===== config.mk =====
export PLATFORM = sky130hd
export DESIGN_NAME = neuron_backward
export DESIGN_NICKNAME = d
export VERILOG_FILES = /design/src/rtl/neuron_backward.sv
export SDC_FILE = /design/constraint.sdc
export NUM_CORES = 1
export LEC_CHECK = 0
export BUFFER_PORTS_ARGS = -buffer_cell sky130_fd_sc_hd__clkbuf_2
export CAP_MARGIN = 20
export CORE_MARGIN = 4
export CORE_UTILIZATION = 55
export CTS_BUF_LIST = sky130_fd_sc_hd__clkbuf_4 sky130_fd_sc_hd__clkbuf_8
export CTS_CLUSTER_SIZE = 12
export DETAILED_ROUTE_END_ITERATION = 16
export PLACE_DENSITY_LB_ADDON = 0.25
export SLEW_MARGIN = 10
export SYNTH_ARGS = -nofsm -noshare
export SYNTH_HDL_FRONTEND = slang
export SYNTH_SLANG_ARGS = --single-unit

===== constraint.sdc =====
create_clock -name clk -period 7.7 [get_ports clk]
set_input_delay 0.385 -clock clk [delete_from_list [all_inputs] [get_ports clk]]
set_output_delay 0.385 -clock clk [all_outputs]
set_load 0.02 [all_outputs]

===== src/rtl/neuron_backward.sv =====
// Backward pass of a single ReLU neuron: gates dy by the forward pre-activation and
// streams per-element gradients dw[k]=g*x[k], dx[k]=g*w[k], then reports db=g.
module neuron_backward #(
  parameter int N     = 4,
  parameter int WIDTH = 8,
  localparam int IDX_W = (N > 1) ? $clog2(N) : 1,
  localparam int PW    = 2 * WIDTH
) (
  input  logic                     clk,
  input  logic                     rst_n,
  input  logic                     in_valid,
  output logic                     in_ready,
  input  logic [N*WIDTH-1:0]       x_flat,
  input  logic [N*WIDTH-1:0]       w_flat,
  input  logic signed [PW+1:0]     z,
  input  logic signed [WIDTH-1:0]  dy,
  output logic                     out_valid,
  input  logic                     out_ready,
  output logic [IDX_W-1:0]         out_idx,
  output logic signed [PW-1:0]     dw,
  output logic signed [PW-1:0]     dx,
  output logic signed [WIDTH-1:0]  db,
  output logic                     done
);

  typedef enum logic [1:0] {IDLE, RUN, DONE} state_t;

  localparam logic [IDX_W-1:0] LAST = IDX_W'(N - 1);

  state_t                  r_state;
  logic                    r_in_ready;
  logic [IDX_W-1:0]        r_k;
  logic signed [WIDTH-1:0] r_g;
  logic signed [WIDTH-1:0] r_x [N];
  logic signed [WIDTH-1:0] r_w [N];

  logic signed [WIDTH-1:0] w_g;
  logic [IDX_W-1:0]        w_k_nxt;

  // Full-precision product; (-2^(W-1))^2 still fits in 2W signed bits.
  function automatic logic signed [PW-1:0] smul(input logic signed [WIDTH-1:0] a,
                                                input logic signed [WIDTH-1:0] b);
    return PW'(a) * PW'(b);
  endfunction

  function automatic logic signed [WIDTH-1:0] elem(input logic [N*WIDTH-1:0] f,
                                                   input int k);
    return $signed(f[k*WIDTH +: WIDTH]);
  endfunction

  // ReLU derivative: strictly positive z passes dy, z <= 0 blocks it.
  assign w_g      = (!z[PW+1] && (z != '0)) ? dy : '0;
  assign w_k_nxt  = r_k + 1'b1;
  assign in_ready = r_in_ready;

  always_ff @(posedge clk) begin
    if (!rst_n) begin
      r_state    <= IDLE;
      r_in_ready <= 1'b0;
      r_k        <= '0;
      r_g        <= '0;
      out_valid  <= 1'b0;
      out_idx    <= '0;
      dw         <= '0;
      dx         <= '0;
      db         <= '0;
      done       <= 1'b0;
      for (int i = 0; i < N; i++) begin
        r_x[i] <= '0;
        r_w[i] <= '0;
      end
    end else begin
      case (r_state)
        IDLE: begin
          done       <= 1'b0;
          db         <= '0;
          r_in_ready <= 1'b1;
          if (in_valid && r_in_ready) begin
            for (int i = 0; i < N; i++) begin
              r_x[i] <= elem(x_flat, i);
              r_w[i] <= elem(w_flat, i);
            end
            r_g        <= w_g;
            r_k        <= '0;
            out_idx    <= '0;
            dw         <= smul(w_g, elem(x_flat, 0));
            dx         <= smul(w_g, elem(w_flat, 0));
            out_valid  <= 1'b1;
            r_in_ready <= 1'b0;
            r_state    <= RUN;
          end
        end
        // ---- beat stream: outputs advance only on an accepted beat
        RUN: begin
          if (out_ready) begin
            if (r_k == LAST) begin
              out_valid <= 1'b0;
              out_idx   <= '0;
              dw        <= '0;
              dx        <= '0;
              done      <= 1'b1;
              db        <= r_g;
              r_state   <= DONE;
            end else begin
              r_k     <= w_k_nxt;
              out_idx <= w_k_nxt;
              dw      <= smul(r_g, r_x[w_k_nxt]);
              dx      <= smul(r_g, r_w[w_k_nxt]);
            end
          end
        end
        // ---- completion pulse, then back to accepting jobs
        DONE: begin
          done       <= 1'b0;
          db         <= '0;
          r_in_ready <= 1'b1;
          r_state    <= IDLE;
        end
        default: begin
          r_state    <= IDLE;
          r_in_ready <= 1'b0;
          out_valid  <= 1'b0;
          done       <= 1'b0;
        end
      endcase
    end
  end

endmodule


== Yosys cells after proc, flatten, opt, wreduce, memory -nomap -nowiden ==
Memory sizes are Yosys's and may differ from the RTL's.
Cells that the tools add are included.
Word-level totals
  memory bits (writable): 64
  logic and storage cells: 91
  flip-flop bits (word level): 57
  memories kept: 2
Cells by class
  equal/unequal tests: 7
  multiply operators: 4
  $add $sub $neg: 1
  reductions and logical operators: 16
  multiplexer cells: 42
  bitwise operators: 9
Memories
  r_w: depth 4, bits a word 8, rd ports 1, clocked after memory_dff 0, wr ports 4, line 35  | logic signed [WIDTH-1:0] r_w [N];
  r_x: depth 4, bits a word 8, rd ports 1, clocked after memory_dff 0, wr ports 4, line 34  | logic signed [WIDTH-1:0] r_x [N];
Operators by type and width (number)
  2-to-1 mux 16 bit: 6
  2-to-1 mux 8 bit: 11
  multiplier 8 x 8 -> 16 bit: 4
  one-hot mux 16 bit (2 select lines): 2
  nonzero test 18 bit: 1
  2-to-1 mux 2 bit: 8
  one-hot mux 8 bit (2 select lines): 1
  one-hot mux 2 bit (2 select lines): 3
  2-to-1 mux 1 bit: 9
  AND reduction 3 bit: 3
  inequality test 2 bit, second input constant: 4
  OR 1 bit: 8
  AND reduction 4 bit: 2
  one-hot mux 1 bit (3 select lines): 2
  AND reduction 2 bit: 3
  equality test 2 bit, second input constant: 2
  nonzero test 2 bit: 2
  adder 2 x 1 -> 2 bit, second input constant: 1
  equality test 2 x 1 -> 1 bit, second input constant: 1
  logical AND 1 bit: 2
  logical NOT 2 bit: 1
  OR reduction 2 bit: 1
  logical NOT 1 bit: 1
  inverter 1 bit: 1

== Depth between registers and ports, before layout ==
Gate-level depths: netlist (run 1).
  depth after elaboration: 6
  depth in mapped cells: 21
  depth with buffers taken out: 20

== Least setup slack after synthesis (run 1) ==
No wires, ideal clock.
  kind: register to register
  from: reg r_k[1]
  to: reg dw[14]
  library setup time: 0.119 ns
  path slack: 2.214 ns
  buffers on the path: 2
  required time: 7.581 ns
  data arrival time: 5.367 ns
  stages on the path, launching flop included: 19
  period minus slack after synthesis: 5.486 ns
  cells stage by stage: dfxtp_1 ha_1 clkbuf_1 clkbuf_1 mux4_2 nand2_1 inv_1 fa_1 inv_1 fa_1 fa_1 fa_1 inv_1 ha_1 a2111o_1 a211oi_1 or3_1 a21oi_1 o221a_2
On the way
  longest elaborated chain between the ends: 6
  elaborated cells on any way between the ends: 7
  classes of those cells: 1 x add/sub; 1 x mul; 1 x eq/ne; 3 x mux; 1 x memory
Ends and longest elaborated chain
  from (decl): line 32  | logic [IDX_W-1:0] r_k;
  from (signal assigned): line 105  | r_k <= w_k_nxt;
  adder 2 x 1 -> 2 bit: line 53  | assign w_k_nxt = r_k + 1'b1;
  memory read (4 x 8 bit)
  multiplier 8 x 8 -> 16 bit: line 43  | return PW'(a) * PW'(b);
  2-to-1 mux 16 bit (*): line 96  | if (r_k == LAST) begin
  2-to-1 mux 16 bit (*): line 95  | if (out_ready) begin
  one-hot mux 16 bit (2 select lines) (*): line 73  | case (r_state)
  to (signal assigned): line 86  | dw <= smul(w_g, elem(x_flat, 0));
  to (signal assigned): line 107  | dw <= smul(r_g, r_x[w_k_nxt]);
  to (decl): line 20  | output logic signed [PW-1:0] dw,
Mark *: on every way between the ends. The rest lies on a longest branch, timed or not. The select of a mux whose other input is x is not followed.
A chain may end at the register's enable or synchronous reset.

== Worst setup path in the final report (run 1) ==
  from: reg r_k[1]
  to: reg dw[15]
Same word-level chain as after synthesis.

==> results of run 1 <==
where the power goes:
part | internal (mW) | total (mW) | switching [mW]
Combinational | 0.525 | 1.31 | 0.788
Sequential | 0.733 | 0.766 | 0.0332
Clock | 0.233 | 0.560 | 0.327
cells in the mapped netlist, drive strengths merged (9+ instances only):
master	instances
nor3	24
clkbuf	63
xor2	12
and2	92
nand2b	25
nand2	97
nor2b	17
edfxtp	64
a31oi	12
mux4	16
dfxtp	57
and3	139
a21o	15
a21oi	42
o21ai	43
xnor2	43
mux2i	9
buf	9
nor2	49
ha	117
inv	292
a221oi	9
a211oi	16
o21a	14
fa	220
cell usage in the layout, fill, tap and decap left out, types with 13 or more instances in the layout:
cell type,n
a21oi_1,41
a21o_1,15
and3_1,139
o21ai_0,43
fa_1,220
nand2_1,97
xnor2_1,43
ha_1,117
a211oi_1,16
dfxtp_1,57
o21a_1,14
inv_1,292
and2_1,92
mux4_2,16
buf_4,13
nor3_1,24
nor2b_1,17
nor2_1,49
clkbuf_2,138
nand2b_1,24
edfxtp_1,64
clkbuf_8,17
worst min path at each step:
stage | start | end | slack, ns | cells after the start
after detailed placement | db[0] | db[0] | 0.45 | 2
after CTS | w_flat[30] | r_w[3][6] | 0.21 | 2
after floorplan | r_g[1] | db[1] | 0.49 | 2
final | w_flat[23] | r_w[2][7] | 0.24 | 2
after global placement | db[6] | db[6] | 0.45 | 2
after global routing | w_flat[11] | r_w[1][3] | 0.22 | 2
worst max-delay path, cell delays in order (launching register included):
cell and delay (ns):
dfxtp_1 0.33, ha_1 0.82, mux4_2 0.56, nand2_1 0.16, inv_1 0.11, fa_1 0.65, inv_1 0.14, fa_1 0.52
fa_1 0.43, fa_1 0.49, inv_1 0.04, ha_1 0.34, a21o_1 0.21, a2111o_1 0.40, a31oi_1 0.21, nor3_1 0.07
o21ai_0 0.35, a31oi_1 0.13
per-layer routing:
layer  vias up  global-route usage
li1       5312                   -
met1      5779               0.358
met2       398               0.406
met3        65              0.0496
met4         0              0.0805
met5         -                   0
sequential cells by signal (all words and copies together), names as in the netlist:
| name | count |
|---|---|
| dw | 16 |
| r_g | 8 |
| out_valid | 1 |
| done | 1 |
| r_x | 32 |
| in_ready | 1 |
| r_state | 2 |
| out_idx | 2 |
| dx | 16 |
| r_w | 32 |
| r_k | 2 |
| db | 8 |
kinds of logic (layout without fill, tap and decap cells):
| logic type | count (synthesis) | count (layout) | share of synthesized area |
|---|---|---|---|
| fa+ha+maj | 337 | 337 | 0.388 |
| xor+xnor | 55 | 55 | 0.0318 |
| buf+inv | 364 | 475 | 0.0911 |
| simple gates | 473 | 473 | 0.171 |
| flops | 121 | 121 | 0.202 |
| compound gates | 192 | 192 | 0.0844 |
| mux | 27 | 27 | 0.0317 |
layout make-up:
cell class / instances / area, µm²
Sequential cell: 121 / 3060
Multi-Input combinational cell: 1084 / 10700
Clock buffer: 18 / 241
Clock inverter: 14 / 113
Inverter: 292 / 1100
Timing Repair Buffer: 151 / 788
Tap cell: 341 / 427
Fill cell: 2305 / 10600
per-stage QoR:
step,cells,util
after detailed placement,1989,0.596
after global placement,1989,0.596
after global routing,2021,0.609
final,2021,0.609
after floorplan,1569,-
after CTS,2021,0.609
==> results.md, run 1 <==
- Pwr/cell area: around 160 nW/µm²
- Pins Over Slew Limit: 0
- # hold bufs at CTS: 0
- Avg Cell Area, Syn: ~9.7 µm²
- Max Clock Skew: ~0.026 ns
- Final period util: 0.789
- Setup_tns: 0 ns
- Synth Warn #: 0
- Cell Rows: 60
- Initial Utilization: 0.560
- R2R cell count: 17
- CP Launch Point: r_k[1]
- Slew @ Worst Pin: about 1 ns
- Met3 wire len: around 2.8 mm
- Register area share after synthesis: 0.202
- DR vias: between 10,000 and 15,000
- Arrival time worst endpoint: approximately 6.4 ns
- Synthesized Nets: ~2,000
- Clock Root Buffer: clkbuf_8
- Max Root-Sink Buffers: 2
- Clock sinks: between 100 and 150
- RSZ-0062 raised after global routing: no
- First-pass GRT wire length: about 62 mm
- PortBufs: around 140
- Clk_lat worst skew: 0.46 ns
- VDD IR max: 0.136 mV
- Fin. Hold Viols: 0
- CTS tree: done
- Post-place setup slack: ~1.4 ns
- Number of CTS-inserted buffers: 17
- Post-synth EDFFs: between 60 and 70
- Async SR Flop Fraction: 0
- Detailed Route Iter0 Violations: roughly 840
- DRT Pass-1 Iters: 5
- Relative slew slack: 0.350
- Main synth FF type: edfxtp_1
- Synth Cell Area: approximately 15,000 µm²
- Crit path time final: 6.08 ns
- Worst Path Max Fanout: 18
- Die height: between 150 and 200 µm
- Dominant cells by area after synthesis: fa_1 (29%), edfxtp_1 (13%), ha_1 (9.7%), dfxtp_1 (7.5%), inv_1 (7.2%)
- Pwr Total: roughly 2.6 mW
- Clock-pin slew on the worst setup and hold paths: about 0.10 ns
- Grt ovf: 0
- Area leader, netlist: fa_1
- Final Cell Area: 16,500 µm²
- Dpl cell area: roughly 16,000 µm²
- Core area: 27,000 µm²
- Critical Path RT: ~8.0 ns
- Setup Fix Bufs, Post-CTS: 0
- Pleak: around 8.1 nW
- Crit path kind: flip-flop to flip-flop
- Critical path capture point: dw[15]
- Cells after Synth: around 1,600
- Max layer used: met4
- Final net count: between 2,000 and 2,500
- Max Clk Rate: about 160 MHz
- R2r setup slk: 1.62 ns
- Initial antenna violation count: 1
- MaxCap Viol Count: 0
- Final WL: 38.1 mm
- Die Width: roughly 170 µm
- Hpwl dp: 29.5 mm
- Largest net degree at the start of global routing: 83
- # diodes: 0
- # DRC: 0
- Seq cells post-synth: approximately 120
- Critical path capture point type: flip-flop
- H-tree levels: 4
- Gr usage total: 0.256
- Vias in the first global route: 11,800
- Share of cells above drive strength 1: 0.125
- Crit path launch type: flip-flop
- Final setup viols: 0
- Outcome: finished, final reports clean
- Gpl congestion: 0.904
- Synth top area share: 0.291
- DR vias/cell: approximately 5.7
- Reg2reg end: dw[15]
- Critical R2R Launch: r_k[1]
- Final worst slack: roughly 1.6 ns
- Routed Antenna Nets: 0
- Count of different cell masters after synthesis: between 50 and 60
- Synth-to-Final Area Change: 8.69%
- Post_cts resized: 0
- M1 WL: approximately 16 mm
- # IOs: 139
- Die area: slightly above 30,000 µm²
- Min Hold Slack: between 0.2 and 0.25 ns
- Met2 WL: between 15 and 20 mm
- HP Class: input port to flip-flop
- Avg WL per Cell: between 15 and 20 µm
Note: power is estimated with default switching activity, not from simulation.
==> inputs of run 2 (changes only) <==
ABC_AREA = 1   (was not set)
clock period = 6 ns   (was 7.7 ns; I/O delays follow)
==> results.md, run 2 <==
- Outcome: finished, final reports clean (unchanged)
- Hpwl dp: 34.4 mm (was 29.5 mm)
- Sequential share of power: 0.217 (was 0.290)
- Max Root-Sink Buffers: 2 (unchanged)
- Synth Warn #: 0 (unchanged)
- Share of cells above drive strength 1: 0.0898 (was 0.125)
- Final worst slack: 0.468 ns (was 1.62 ns)
- Max Clk Rate: 181 MHz (was 165 MHz)
- Critical Path RT: 6.36 ns (was 8.03 ns)
- Final Cell Area: 17,000 µm² (was 16,500 µm²)
- Internal cell power: 2.31 mW (was 1.49 mW)
- Final WL: 43.0 mm (was 38.1 mm)
- Die area: 31,100 µm² (was 30,300 µm²)
- Max Clock Skew: 0.0229 ns (was 0.0255 ns)
- Pwr Total: 4.80 mW (was 2.64 mW)
- Top cells by count, synth: inv_1 (485), nand2_1 (374), nor2_1 (331), fa_1 (220), ha_1 (117) (was inv_1 (292), fa_1 (220), and3_1 (139), ha_1 (117), nand2_1 (97))
- Arrival time worst endpoint: 5.89 ns (was 6.40 ns)
- Core area: 27,900 µm² (was 27,000 µm²)
- Register area share after synthesis: 0.197 (was 0.202)
- Commonest non-fill, non-tap cell in the layout: inv_1 (unchanged)
- Crit-path cells: buf_4, clkinv_1, buf_4, nand2_1, a32o_1, nor2_1, fa_1, inv_1, fa_1, inv_1, fa_1, inv_1, fa_1, inv_1, ha_1, nand2_1, nor2_1, nand2_1, nand3_1, o21ai_0, nand3_1, nand2_1, inv_1 (was ha_1, mux4_2, nand2_1, inv_1, fa_1, inv_1, fa_1, fa_1, fa_1, inv_1, ha_1, a21o_1, a2111o_1, a31oi_1, nor3_1, o21ai_0, a31oi_1)
- Area leader, netlist: fa_1 (unchanged)
- Final net count: 2,589 (was 2,098)
- H-tree levels: 4 (unchanged)
- Final setup viols: 0 (unchanged)
- CTS tree: done (unchanged)
- Die height: 176 µm (was 174 µm)
- Sw Ratio: 0.518 (was 0.435)
- Gr usage total: 0.288 (was 0.256)
- Dominant cells by area after synthesis: fa_1 (28%), edfxtp_1 (12%), inv_1 (12%), ha_1 (9.4%), nand2_1 (9.0%) (was fa_1 (29%), edfxtp_1 (13%), ha_1 (9.7%), dfxtp_1 (7.5%), inv_1 (7.2%))
- Clock sinks: 121 (unchanged)
- Die Width: 176 µm (was 174 µm)
- Pins Over Slew Limit: 0 (unchanged)
- DRT Pass-1 Iters: 5 (unchanged)
- Routed Antenna Nets: 0 (unchanged)
- Clock Root Buffer: clkbuf_8 (unchanged)
- Count of different cell masters after synthesis: 38 (was 58)
- Number of CTS-inserted buffers: 17 (unchanged)
- HP Class: input port to flip-flop (unchanged)
- Largest net degree at the start of global routing: 73 (was 83)
- Avg Cell Area, Syn: 7.65 µm² (was 9.65 µm²)
- Synth-to-Final Area Change: 9.03% (was 8.69%)
- Number of fill cells: 2,546 (was 2,305)
- Pleak: 9.13 nW (was 8.14 nW)
- Most frequent cells in the layout: inv_1 (485), nand2_1 (373), nor2_1 (331) (was inv_1 (292), fa_1 (220), and3_1 (139))
- Crit path kind: flip-flop to flip-flop (unchanged)
- Setup_tns: 0 ns (unchanged)
- Critical path capture point type: flip-flop (unchanged)
- # hold bufs at CTS: 0 (unchanged)
- Crit path launch type: flip-flop (unchanged)
- # diodes: 0 (unchanged)
- VDD IR max: 0.178 mV (was 0.136 mV)
- Post-place setup slack: 0.307 ns (was 1.37 ns)
- Slowest-stage cell, CP: fa_1 (was ha_1)
- Detailed Route Iter0 Violations: 1,098 (was 835)
- DR vias: 13,400 (was 11,600)
- Initial antenna violation count: 0 (was 1)
- Initial Utilization: 0.559 (was 0.560)
- DR vias/cell: 5.25 (was 5.72)
- Gpl congestion: 0.924 (was 0.904)
- First-pass GRT wire length: 70.6 mm (was 62.0 mm)
- Relative slew slack: 0.342 (was 0.350)
- Synth Cell Area: 15,600 µm² (was 15,100 µm²)
- Clk_lat worst skew: 0.47 ns (was 0.46 ns)
- Setup Fix Bufs, Post-CTS: 0 (unchanged)
- Synthesized Nets: 2,467 (was 2,000)
- Synth top area share: 0.283 (was 0.291)
- Seq cells post-synth: 121 (unchanged)
- Cells after Synth: 2,036 (was 1,569)
- Comb power frac: 0.624 (was 0.497)
- Pwr/cell area: 283 nW/µm² (was 160 nW/µm²)
- Psw: 2.49 mW (was 1.15 mW)
- Most used cell, CP: inv_1 (was fa_1)
- # IOs: 139 (unchanged)
- Share of the core filled with cells: 0.610 (was 0.609)
- Post_cts resized: 0 (unchanged)
- Post-route insts no fill: 2,549 (was 2,021)
- Dpl cell area: 16,600 µm² (was 16,100 µm²)
- Async SR Flop Fraction: 0 (unchanged)
- Final period util: 0.922 (was 0.789)
- Fin. Hold Viols: 0 (unchanged)
- R2r setup slk: 0.47 ns (was 1.62 ns)
- Crit path time final: 5.53 ns (was 6.08 ns)
- RSZ-0062 raised after global routing: no (unchanged)
- Vias in the first global route: 13,800 (was 11,800)
- Largest regs: r_w (32), r_x (32) (unchanged)
- MaxCap Viol Count: 0 (unchanged)
- Total placed cells including tap cells: 2,517 (was 1,989)
- Post-synth EDFFs: 64 (unchanged)
- Grt ovf: 0 (unchanged)
- Main synth FF type: edfxtp_1 (unchanged)
- Worst Path Max Fanout: 35 (was 18)
- # DRC: 0 (unchanged)
- Slew @ Worst Pin: 0.987 ns (was 0.973 ns)
- PortBufs: 138 (unchanged)
- Avg WL per Cell: 16.9 µm (was 18.9 µm)
- Slowest cell delay on critical path: 0.55 ns (was 0.82 ns)
- Cell Rows: 61 (was 60)
- Min Hold Slack: 0.127 ns (was 0.240 ns)
- Count leader, synth: inv_1 (unchanged)
- Clock Power Share: 0.159 (was 0.212)
- Clock-pin slew on the worst setup and hold paths: 0.10 ns (about the same)
-- run 2: cell types whose count changed after synthesis, sizes merged, moves of 25 or more --
| cell | change |
|---|---|
| a21oi | +25 |
| and2 | -92 |
| and3 | -139 |
| clkbuf | -46 |
| inv | +197 |
| nand2 | +279 |
| nand2b | -25 |
| nand3 | +96 |
| nor2 | +283 |
| xnor2 | -32 |
-- run 2: path summary, 6_finish.rpt --
check / from / endpoint / depth (start not counted)
max reg2reg: r_k[0] / dx[11] / 23
max: r_k[0] / dx[11] / 23
min reg2reg: out_idx[1] / out_idx[1] / 2
min: x_flat[12] / r_x[1][4] / 3
-- run 2: power by group through the flow --
stage	clock (mW)	sequential [mW]	combinational [mW]
6_report	0.765	1.04	2.99
5_1_grt	0.801	1.05	3.40
4_1_cts	0.768	1.04	2.98
3_5_place_dp	0	1.06	2.94
3_3_place_gp	0	1.06	2.89
2_1_floorplan	0	1.10	2.07
-- run 2: critical path: cells and delay by family, from the launching register on --
family | cells | cell delay (ns)
AOI/OAI and AO/OA | 2 | 0.87
adders and majority gates | 5 | 2.40
buffers and inverters | 8 | 0.94
DFF | 1 | 0.36
and+or+nand+nor | 8 | 0.83
-- run 2: final cells by class --
type | count | area [µm²] | share of cell area
Clock inverter | 15 | 145 | 0.00855
Sequential cell | 121 | 3060 | 0.180
Multi-Input combinational cell | 1364 | 10400 | 0.611
Timing Repair Buffer | 153 | 803 | 0.0473
Clock buffer | 17 | 234 | 0.0138
Tap cell | 378 | 473 | 0.0279
Inverter | 501 | 1880 | 0.111
-- run 2: routing by layer --
layer  wire length (µm)  GRT usage  vias up  part of all wire
met4               1340     0.0913        0             0.031
met2              20800      0.489      521              0.48
li1                   -          -     6370                 -
met1              17500      0.380     6402              0.41
met5                  0          0        -                 0
met3               3290     0.0467       85             0.077
-- run 2: cell families (layout without fill, tap and decap cells) --
logic type | count (synthesis) | in the layout | share of synthesized area
AO/OA/AOI/OAI | 174 | 174 | 0.0636
XOR/XNOR | 19 | 19 | 0.0107
adder cells (fa/ha/maj) | 337 | 337 | 0.377
buffers and inverters | 551 | 686 | 0.137
flip-flops | 121 | 121 | 0.197
AND/OR/NAND/NOR | 834 | 834 | 0.215
==> inputs of run 3 (changes only) <==
BUFFER_PORTS_ARGS = not set   (was -buffer_cell sky130_fd_sc_hd__clkbuf_2)
CORE_ASPECT_RATIO = 1.2   (was not set)
DONT_BUFFER_PORTS = 1   (was not set)
==> results.md, run 3 (synthesis gave the netlist of run 2 again) <==
- RSZ-0062 raised after global routing: no (unchanged)
- Grt ovf: 0 (unchanged)
- Clk_lat worst skew: 0.47 ns (about the same)
- Sw Ratio: 0.512 (was 0.518)
- Largest net degree at the start of global routing: 62 (was 73)
- Core area: 27,900 µm² (about the same)
- Commonest non-fill, non-tap cell in the layout: inv_1 (unchanged)
- Sequential share of power: 0.237 (was 0.217)
- DRT Pass-1 Iters: 5 (unchanged)
- Vias in the first global route: 13,500 (was 13,800)
- H-tree levels: 4 (unchanged)
- Pleak: 8.53 nW (was 9.13 nW)
- Avg WL per Cell: 17.5 µm (was 16.9 µm)
- Clock Power Share: 0.155 (was 0.159)
- Number of CTS-inserted buffers: 17 (unchanged)
- Max Root-Sink Buffers: 2 (unchanged)
- Internal cell power: 2.29 mW (was 2.31 mW)
- R2R cell count: 24 (was 23)
- Final setup viols: 0 (unchanged)
- Initial antenna violation count: 0 (unchanged)
- Final period util: 0.907 (was 0.922)
- Critical Path RT: 6.38 ns (was 6.36 ns)
- DR vias: 12,900 (was 13,400)
- Initial Utilization: 0.558 (was 0.559)
- Max Clock Skew: 0.0202 ns (was 0.0229 ns)
- Arrival time worst endpoint: 5.83 ns (was 5.89 ns)
- Psw: 2.40 mW (was 2.49 mW)
- Worst Path Max Fanout: 16 (was 35)
- Pins Over Slew Limit: 0 (unchanged)
- Number of fill cells: 2,573 (was 2,546)
- # DRC: 0 (unchanged)
- Slew @ Worst Pin: 1.13 ns (was 0.987 ns)
- Comb power frac: 0.608 (was 0.624)
- Post-route insts no fill: 2,412 (was 2,549)
- Largest regs: r_w (32), r_x (32) (unchanged)
- Total placed cells including tap cells: 2,378 (was 2,517)
- Gr usage total: 0.285 (was 0.288)
- Synth-to-Final Area Change: 4.64% (was 9.03%)
- Hpwl dp: 34.0 mm (was 34.4 mm)
- Outcome: finished, final reports clean (unchanged)
- Setup Fix Bufs, Post-CTS: 0 (unchanged)
- # IOs: 139 (unchanged)
- Share of cells above drive strength 1: 0.0266 (was 0.0898)
- Most frequent cells in the layout: inv_1 (485), nand2_1 (373), nor2_1 (331) (unchanged)
- Crit path time final: 5.44 ns (was 5.53 ns)
- Relative slew slack: 0.245 (was 0.342)
- DR vias/cell: 5.37 (was 5.25)
- Final net count: 2,451 (was 2,589)
- Final WL: 42.2 mm (was 43.0 mm)
- Clock-pin slew on the worst setup and hold paths: 0.09 ns (was 0.10 ns)
- Die Width: 162 µm (was 176 µm)
- Die area: 31,100 µm² (about the same)
- Gpl congestion: 0.944 (was 0.924)
- Setup_tns: 0 ns (unchanged)
- Die height: 192 µm (was 176 µm)
- Routed Antenna Nets: 0 (unchanged)
- MaxCap Viol Count: 0 (unchanged)
- Clock Root Buffer: clkbuf_8 (unchanged)
- First-pass GRT wire length: 69.2 mm (was 70.6 mm)
- Detailed Route Iter0 Violations: 1,009 (was 1,098)
- HP Class: input port to flip-flop (unchanged)
- PortBufs: 0 (was 138)
- Crit path launch type: flip-flop (unchanged)
- CTS tree: done (unchanged)
- VDD IR max: 0.191 mV (was 0.178 mV)
- Clock sinks: 121 (unchanged)
- Pwr/cell area: 287 nW/µm² (was 283 nW/µm²)
- # diodes: 0 (unchanged)
- Hold depth: 2 (was 3)
- Critical path capture point type: flip-flop (unchanged)
- Cell Rows: 67 (was 61)
- Crit path kind: flip-flop to flip-flop (unchanged)
- Max Clk Rate: 184 MHz (was 181 MHz)
- Fin. Hold Viols: 0 (unchanged)
[run 3: cell types whose count changed in the layout (fill, tap and decap cells not counted), sizes merged]
cell         change
clkinv           +7
clkbuf         -137
dlygate4sd3      +2
inv             -11
bufinv           +1
clkinvlp         +2
buf              -2
[run 3: worst max-delay path, cell delays in order, from the launching register on]
cell and delay (ns):
dfxtp_1 0.33, ha_1 0.30, inv_1 0.40, a32o_1 0.51, nor2_1 0.12, fa_1 0.56
inv_1 0.05, fa_1 0.49, inv_1 0.05, fa_1 0.53, inv_1 0.06, fa_1 0.53
inv_1 0.06, ha_1 0.37, nand2_1 0.10, nor2_1 0.16, nand2_1 0.08, nand3_1 0.10
nand2_1 0.10, nand2_1 0.06, nand2_1 0.04, nand3_1 0.11, nand3_1 0.09, nand2_1 0.10
inv_1 0.04
[run 3: path summary, 6_finish.rpt]
kind                            slack (ns)   endpoint       start
worst max-delay path                  0.56     dw[13]      r_k[0]
worst min-delay path                  0.04  r_w[3][6]  w_flat[30]
worst max register to register        0.56     dw[13]      r_k[0]
worst min register to register        0.56     r_k[1]      r_k[1]
[run 3: repair_timing]
action / CTS / global route
gates resized for setup: 0 / 0
hold buffers: 2 / 0
endpoints found under the hold margin: 22 / 0
[run 3: layout make-up]
cell class                 count  area [µm²]  area share
clock buffer                  18         241      0.0148
tap                          379         474      0.0291
clock inverter                14         126     0.00775
timing repair buffer          15         130     0.00798
multi-input combinational   1364       10400       0.637
sequential                   121        3060       0.188
inverter                     501        1880       0.115
[run 3: power groups by stage]
stage / clock network, mW / registers [mW] / logic (mW)
4_1_cts: 0.729 / 1.11 / 2.83
3_3_place_gp: 0 / 1.13 / 2.75
6_report: 0.726 / 1.11 / 2.85
5_1_grt: 0.763 / 1.12 / 3.24
2_1_floorplan: 0 / 1.10 / 2.07
3_5_place_dp: 0 / 1.13 / 2.79
[run 3: metal layers]
metal  track usage  vias to the layer above  share of wire
met3        0.0643                       86          0.081
li1              -                     6101              -
met2         0.506                      473           0.51
met5             0                        -              0
met4         0.104                        0          0.036
met1         0.340                     6282           0.38
[run 3: per-stage QoR]
stage / instance area [µm²] / setup slack (ns) / power (mW) / utilization / hold WS, ns
after CTS: 16300 / 0.601 / 4.68 / 0.584 / 0.0214
final: 16300 / 0.558 / 4.69 / 0.584 / 0.0368
after floorplan: 15600 / 1.14 / 3.17 / - / 0.442
after global routing: 16300 / 0.141 / 5.12 / 0.584 / 0.0363
after global placement: 15900 / 0.426 / 3.88 / 0.570 / 0.451
after detailed placement: 15900 / 0.352 / 3.92 / 0.570 / 0.454
